`src/rtl/serial_adder_pkg.sv`:
```
`default_nettype none
// ============================================================================
// Module   : serial_adder_pkg
// Brief    : Shared types and constants for the bit-serial adder controller.
// Revision : 1.0 - initial release
// ============================================================================
package serial_adder_pkg;

  localparam int c_default_width = 8;

  typedef enum logic [1:0] {
    IDLE = 2'd0,
    RUN  = 2'd1,
    DONE = 2'd2
  } state_e;

  // Counter only has to reach WIDTH-1, so $clog2(WIDTH) bits are enough.
  function automatic int cnt_width(input int width);
    return $clog2(width);
  endfunction

endpackage
`default_nettype wire

```
`src/rtl/full_adder_bit.sv`:
```
`default_nettype none
// ============================================================================
// Module   : full_adder_bit
// Brief    : One-bit full-adder cell, the only arithmetic in the serial adder.
// Revision : 1.0 - initial release
// ============================================================================
module full_adder_bit (
  input  logic x,
  input  logic y,
  input  logic z,
  output logic s,
  output logic c
);

  logic w_p;

  assign w_p = x ^ y;
  assign s   = w_p ^ z;
  assign c   = (x & y) | (z & w_p);

endmodule
`default_nettype wire

```
`src/rtl/serial_adder_ctrl.sv`:
```
`default_nettype none
// ============================================================================
// Module   : serial_adder_ctrl
// Brief    : Adds two WIDTH-bit operands LSB first through one full-adder cell.
// Revision : 1.0 - initial release
// ============================================================================
module serial_adder_ctrl
  import serial_adder_pkg::*;
#(
  parameter int WIDTH = c_default_width
) (
  input  logic             in_clk,
  input  logic             in_rst_n,
  input  logic             in_start,
  input  logic [WIDTH-1:0] in_a,
  input  logic [WIDTH-1:0] in_b,
  input  logic             in_cin,
  output logic             out_busy,
  output logic             out_done,
  output logic [WIDTH-1:0] out_sum,
  output logic             out_cout
);

  localparam int c_cnt_w = cnt_width(WIDTH);

  state_e             r_state;
  state_e             w_state_next;
  logic [WIDTH-1:0]   r_a;
  logic [WIDTH-1:0]   r_b;
  logic [WIDTH-1:0]   r_sum;
  logic               r_carry;
  logic [c_cnt_w-1:0] r_cnt;
  logic               w_s;
  logic               w_c;
  logic               w_last;
  logic [WIDTH-1:0]   w_sum_shift;
  logic               w_busy_next;
  logic               w_done_next;

  full_adder_bit u_cell (
    .x (r_a[0]),
    .y (r_b[0]),
    .z (r_carry),
    .s (w_s),
    .c (w_c)
  );

  assign w_last      = (r_cnt == c_cnt_w'(WIDTH - 1));
  assign w_sum_shift = {w_s, r_sum[WIDTH-1:1]};

  // State register
  always_ff @(posedge in_clk or negedge in_rst_n) begin
    if (!in_rst_n) begin
      r_state <= IDLE;
    end else begin
      r_state <= w_state_next;
    end
  end

  // Next-state logic
  always_comb begin
    w_state_next = r_state;
    case (r_state)
      IDLE:    if (in_start) w_state_next = RUN;
      RUN:     if (w_last)   w_state_next = DONE;
      DONE:    w_state_next = IDLE;
      default: w_state_next = IDLE;
    endcase
  end

  // Output decode, taken from the next state so busy/done come straight off flops
  always_comb begin
    w_busy_next = (w_state_next == RUN);
    w_done_next = (w_state_next == DONE);
  end

  always_ff @(posedge in_clk or negedge in_rst_n) begin
    if (!in_rst_n) begin
      r_a     <= '0;
      r_b     <= '0;
      r_sum   <= '0;
      r_carry <= 1'b0;
      r_cnt   <= '0;
    end else begin
      case (r_state)
        IDLE: begin
          if (in_start) begin
            r_a     <= in_a;
            r_b     <= in_b;
            r_carry <= in_cin;
            r_cnt   <= '0;
          end
        end
        RUN: begin
          r_a     <= {1'b0, r_a[WIDTH-1:1]};
          r_b     <= {1'b0, r_b[WIDTH-1:1]};
          r_sum   <= w_sum_shift;
          r_carry <= w_c;
          r_cnt   <= r_cnt + c_cnt_w'(1);
        end
        default: ;
      endcase
    end
  end

  // Result registers take the final bit directly so they are complete at the last RUN edge
  always_ff @(posedge in_clk or negedge in_rst_n) begin
    if (!in_rst_n) begin
      out_busy <= 1'b0;
      out_done <= 1'b0;
      out_sum  <= '0;
      out_cout <= 1'b0;
    end else begin
      out_busy <= w_busy_next;
      out_done <= w_done_next;
      if ((r_state == RUN) && w_last) begin
        out_sum  <= w_sum_shift;
        out_cout <= w_c;
      end
    end
  end

endmodule
`default_nettype wire

```
`config.mk`:
```
export PLATFORM = sky130hd
export DESIGN_NAME = serial_adder_ctrl
export DESIGN_NICKNAME = d
export VERILOG_FILES = /design/src/rtl/serial_adder_pkg.sv /design/src/rtl/full_adder_bit.sv /design/src/rtl/serial_adder_ctrl.sv
export SDC_FILE = /design/constraint.sdc
export NUM_CORES = 1
export LEC_CHECK = 0
export CORE_MARGIN = 5
export CORE_UTILIZATION = 41
export DETAILED_ROUTE_END_ITERATION = 8
export GPL_ROUTABILITY_DRIVEN = 0
export REMOVE_ABC_BUFFERS = 1
export SYNTH_ARGS = -nofsm -noshare
export SYNTH_HDL_FRONTEND = slang
export SYNTH_SLANG_ARGS = --single-unit
```
`constraint.sdc`:
```
create_clock -name in_clk -period 3.9 [get_ports in_clk]
set_input_delay 0.585 -clock in_clk [delete_from_list [all_inputs] [get_ports in_clk]]
set_output_delay 0.585 -clock in_clk [all_outputs]
set_load 0.01 [all_outputs]
```
==> key figures, run 1 <==
Status
  • Outcome: complete, no violations

Timing
  • Setup TNS: 0 ns
  • Relative slew slack: 41.4%
  • Final Slew Violations: 0
  • # setup viols final: 0
  • Setup Skew: 0.00500 ns
  • Max frequency: 557 MHz
  • Worst-margin pin slew: 0.879 ns
  • RSZ-0062 raised after global routing: false
  • Final Hold Fails: 0
  • Tmin final: 1.80 ns
  • Period utilization: 46.0%

Power
  • Power Dens Cells: 844 mW/mm2
  • P_leak: 0.968 nW
  • Design Power: 0.00183 W
  • Maximum vdd drop: 317 uV

Worst setup path
  • Crit. End Element: flop
  • Worst r2r path cells: 4
  • R2R Setup Slk: 2.28 ns
  • Max FO, Critical Path: 16
  • Startpoint types: input port
  • Critical Path Start: in_start
  • Reg-to-reg endpoint: out_sum[1]
  • Worst r2r src: r_state[1]
  • Crit Path Category: input port to flop
  • CP endpoint: r_a[5]
  • Worst EP required: 4.07 ns
  • Arrival time worst endpoint: 1.97 ns

Placement
  • Port buffer count: 30
  • Detailed Place HPWL: 2420 um

Routing
  • Vias per cell: 5.24
  • Drt wl/cell: 14.6 um
  • Final ANT Viol Nets: 0
  • Pre-Repair DR Iteration Count: 4
  • Detailed-route via count: 1,231
  • Routed WL: 3440 um
  • DRC viols: 0
  • Iteration-0 DRC Markers: 78

Clocking
  • H-tree Lvls: 2
  • Post CTS Setup Buffer Count: 0
  • Worst-case clock buffer depth: 2
  • Resize count post-CTS: 0
  • Clock-pin slew on the worst setup and hold paths: 0.08 ns
  • Hold_buf cts: 0
  • # clock sinks: 40
  • Clk_lat worst skew: 0.29 ns
  • Root Driver: clkbuf_8
  • CTS tree: built
  • CTS Buf Count: 5

Global routing
  • First-pass GRT wire length: 5770 um
  • Remaining global-route overflow: 0
  • Largest net degree at the start of global routing: 41
  • Fraction of met1 tracks used by global routing: 18.1%
  • Met3 Use GR: 5.14%
  • Busiest grt layer: met2
  • Vias in the first global route: 1,215
  • GRT Total Usage: 13.8%
  • Antenna violations before repair: 0
  • Met2 track demand over resource: 21.4%

Cells and area
  • Filler cells: 349
  • Reg area: 0.00100 mm2
  • P&R area growth vs syn: 27.0%
  • Share of cells above drive strength 1: 12.4%
  • Most common cell after layout, fill and taps aside: dfrtp_1
  • Antenna cells: 0
  • Combined area of the multi-input logic cells: 628 um2
  • Most frequent cells in the layout: dfrtp_1, clkdlybuf4s50_1, nand2_1, nor2_1, a21oi_1
  • Nets: 207

Min path
  • Hold Crit Class: input port to asynchronous set/reset pin

Job
  • Max_cap viols: 0

Yosys
  • Cell taking the most area after synthesis: dfrtp_1
  • Synth Cell Area: 0.00170 mm2
  • Yosys reg bits: 40
  • Mapped Avg Cell Area: 11.0 um2
  • Asr flop ratio synth: 100%
  • Syn Inst Count: 155
  • Seq/Total Area, Yosys: 58.7%
  • Synth Warn #: 0
  • Ranking of synthesized cells by area: dfrtp_1, nand2_1, o22ai_1, mux2_2, a21oi_1
  • Top-area cell type share of the netlist area: 58.7%
  • Yosys cell types: 31
  • Number of synthesized flops with an enable pin: 0
  • Main synth FF type: dfrtp_1

Floorplanning
  • Die Area: 0.00555 mm2
  • I/O Pins: 31
  • Die Ht: 74.5 um
  • Core area: 0.00403 mm2
  • Site Rows: 23
  • Starting Density: 42.3%
  • Die width: 74.5 um
[layout make-up]
type / instances / share of cell area [%]
flip-flops and latches: 40 / 46.2
multi-input cells: 102 / 29.0
repair buffers: 30 / 13.6
clock inverters: 3 / 4.16
clock buffers: 5 / 3.18
well taps: 50 / 2.89
inverters: 5 / 0.867
[registers in the layout, indices dropped and copies added, names as in the netlist]
signal and flops:
r_b 8, out_sum 8, r_carry 1, r_sum 7, r_state 2, r_a 8, out_busy 1, out_done 1
r_cnt 3, out_cout 1
[power by group]
group / total (W) / internal (W) / switching [W]
clock network: 0.000466 / 0.000320 / 0.000146
registers: 0.000740 / 0.000609 / 0.000131
logic: 0.000620 / 0.000328 / 0.000292
[metal layers]
| layer | wire length, um | share of wire, % |
|---|---|---|
| met5 | 0 | 0 |
| met4 | 47 | 1.4 |
| met3 | 213 | 6.2 |
| met2 | 1630 | 48 |
| met1 | 1540 | 45 |
[cell usage after synthesis, drive strengths merged, types with 3 or more instances]
cell type	instances
a21oi	12
buf	7
dfrtp	40
inv	4
mux2	9
nand2	27
nand2b	3
nand3	4
nor2	15
nor3	4
o22ai	11
[worst min path at each step]
stage / depth (start not counted) / startpoint / end
finish: 1 / in_rst_n / r_cnt[0]
global route: 1 / in_rst_n / r_sum[4]
CTS: 1 / in_rst_n / out_sum[7]
detailed placement: 2 / r_sum[1] / r_sum[1]
global placement: 2 / r_sum[1] / r_sum[1]
floorplan: 0 / in_rst_n / out_busy
[critical path: stages]
cell and delay, ns:
clkdlybuf4s50_1 0.56, nand2b_1 0.36, o32ai_1 0.37, nor2_1 0.09
[through the flow]
stage	hold slack, ns	util, %	cell area (um2)	cells	worst slack (ns)
after detailed placement	0.486	49.8	2010	227	1.75
after global placement	0.466	49.8	2010	227	1.90
final	0.410	53.7	2160	235	2.10
after global routing	0.482	53.7	2160	235	1.97
after floorplan	0.289	-	1650	147	2.50
after CTS	0.438	53.7	2160	235	2.10
[kinds of logic (layout without fill, tap and decap cells)]
| group | Yosys count | count (layout) | synth area share, % |
|---|---|---|---|
| and+or+nand+nor | 56 | 56 | 14.7 |
| DFF | 40 | 40 | 58.7 |
| AOI/OAI and AO/OA | 34 | 34 | 12.9 |
| buffers and inverters | 13 | 43 | 4.40 |
| muxes | 9 | 9 | 6.61 |
| adders and majority gates | 3 | 3 | 2.64 |
(Power assumes the default switching activity.)
==> run 2, diff against run 1 <==
==> constraint.sdc (replaced) <==
create_clock -name in_clk -period 1.7 [get_ports in_clk]
set_input_delay 0.255 -clock in_clk [delete_from_list [all_inputs] [get_ports in_clk]]
set_output_delay 0.255 -clock in_clk [all_outputs]
set_load 0.01 [all_outputs]
==> key figures, run 2 (synthesis results as in run 1) <==
Placement
  • Inst Count DP: 233 (+2.6%)
  • Port buffer count: 30 (unchanged)
  • Detailed Place HPWL: 2520 um (+4.5%)

Cells and area
  • Core Util, Final: 53.2% (-0.53 points)
  • Combined area of the multi-input logic cells: 628 um2 (unchanged)
  • Regs by FF count: out_sum x8, r_a x8, r_b x8
  • Most frequent cells in the layout: dfrtp_1, clkdlybuf4s50_1, nand2_1, nor2_1, a21oi_1
  • Antenna cells: 0 (unchanged)
  • Fin cells: 241 (+2.6%)
  • Share of cells above drive strength 1: 15.2% (+2.8 points)
  • Filler cells: 356 (+2.0%)
  • Most common cell after layout, fill and taps aside: dfrtp_1
  • P&R area growth vs syn: 25.8%
  • Reg area: 0.00100 mm2 (unchanged)
  • Nets: 213 (+2.9%)

Global routing
  • Antenna violations before repair: 0 (unchanged)
  • First-pass GRT wire length: 5840 um (+1.2%)
  • Largest net degree at the start of global routing: 41 (unchanged)
  • Remaining global-route overflow: 0 (unchanged)
  • GRT Total Usage: 14.0% (+0.25 points)
  • Vias in the first global route: 1,274 (+4.9%)

Timing
  • Period utilization: 86.2%
  • Final Slew Violations: 0 (unchanged)
  • Final Hold Fails: 0 (unchanged)
  • Worst-margin pin slew: 0.505 ns (-0.374 ns)
  • Tmin final: 1.47 ns
  • Setup TNS: 0 ns (unchanged)
  • RSZ-0062 raised after global routing: false
  • Setup Skew: 0.00594 ns (+0.000941 ns)
  • Relative slew slack: 66.3% (+25 points)
  • Max frequency: 683 MHz
  • # setup viols final: 0 (unchanged)

Worst setup path
  • Crit Path Category: flop to flop
  • Worst EP required: 1.88 ns (-2.19 ns)
  • Arrival time worst endpoint: 1.65 ns (-0.32 ns)
  • Max FO, Critical Path: 9 (-7)
  • Worst r2r path cells: 5 (+1)
  • Startpoint types: flop
  • Crit. End Element: flop

Clocking
  • Post CTS Setup Buffer Count: 0 (unchanged)
  • Clk_lat worst skew: 0.29 ns (about the same)
  • Resize count post-CTS: 0 (unchanged)
  • Hold_buf cts: 0 (unchanged)
  • CTS Buf Count: 5 (unchanged)
  • Worst-case clock buffer depth: 2 (unchanged)
  • H-tree Lvls: 2 (unchanged)
  • CTS tree: built
  • Clock-pin slew on the worst setup and hold paths: 0.07 ns (about the same)
  • Root Driver: clkbuf_8
  • # clock sinks: 40 (unchanged)

Floorplanning
  • Die width: 74.5 um (unchanged)
  • Site Rows: 23 (unchanged)
  • Core area: 0.00403 mm2 (unchanged)
  • Die Ht: 74.5 um (unchanged)
  • I/O Pins: 31 (unchanged)
  • Die Area: 0.00555 mm2 (unchanged)
  • Starting Density: 42.3% (unchanged)

Routing
  • Iteration-0 DRC Markers: 60 (-23%)
  • Detailed-route via count: 1,272 (+3.3%)
  • Routed WL: 3510 um (+2.2%)
  • Pre-Repair DR Iteration Count: 4 (unchanged)
  • Vias per cell: 5.28 (+0.76%)
  • Drt wl/cell: 14.6 um (-0.36%)
  • DRC viols: 0 (unchanged)
  • Final ANT Viol Nets: 0 (unchanged)

Power
  • P_leak: 0.969 nW (+0.17%)
  • Maximum vdd drop: 682 uV (+110%)
  • Power Dens Cells: 1790 mW/mm2 (+110%)

Job
  • Max_cap viols: 0 (unchanged)

Status
  • Outcome: complete, no violations

Min path
  • Hold Crit Class: input port to asynchronous set/reset pin
## run 2: cell types whose count changed in the layout (fill, tap and decap cells not counted), sizes merged
| cell | delta |
|---|---|
| clkbuf | +1 |
| clkinv | +2 |
| buf | +6 |
| bufinv | -3 |
## run 2: power by group
group | switching, W | internal (W)
Sequential | 0.000304 | 0.00140
Clock | 0.000325 | 0.000324
Combinational | 0.000695 | 0.000799
Total | 0.00132 | 0.00252
## run 2: routing by layer
layer / track usage, % / routed length (um) / vias up
met1: 17.3 / 1510 / 629
met2: 23.1 / 1740 / 34
li1: - / - / 600
met5: 0 / 0 / -
met3: 2.84 / 171 / 9
met4: 7.51 / 88 / 0
## run 2: worst max-delay path, stage by stage (launching register included)
cell and delay (ns):
dfrtp_1 0.40, ha_1 0.21, ha_1 0.22, nand2_4 0.14, inv_2 0.08, mux2_4 0.30
## run 2: through the flow
| stage | hold WS [ns] | setup slack [ns] | cell area [um2] | power [W] |
|---|---|---|---|---|
| 2_1_floorplan | -0.0406 | 0.305 | 1650 | 0.00258 |
| 3_3_place_gp | 0.337 | 0.195 | 2050 | 0.00314 |
| 3_5_place_dp | 0.344 | 0.164 | 2050 | 0.00322 |
| 4_1_cts | 0.0286 | 0.224 | 2140 | 0.00387 |
| 5_1_grt | 0.0705 | 0.168 | 2140 | 0.00412 |
| 6_report | 0.0158 | 0.235 | 2140 | 0.00384 |
## run 2: layout make-up
cell class	instances	area share (%)
timing repair buffer	36	15.9
clock inverter	2	0.467
clock buffer	6	3.85
tap	50	2.92
inverter	5	0.876
sequential	40	46.7
multi-input combinational	102	29.3
## run 2: final timing paths
kind	start	to	slack, ns
min in group in_clk	r_sum[1]	r_sum[1]	0.49
worst min register to register	r_sum[1]	r_sum[1]	0.49
worst max-delay path	r_cnt[0]	out_sum[1]	0.23
worst max register to register	r_cnt[0]	out_sum[1]	0.23
max in group asynchronous	in_rst_n	out_sum[5]	1.34
worst min-delay path	in_rst_n	out_sum[6]	0.02
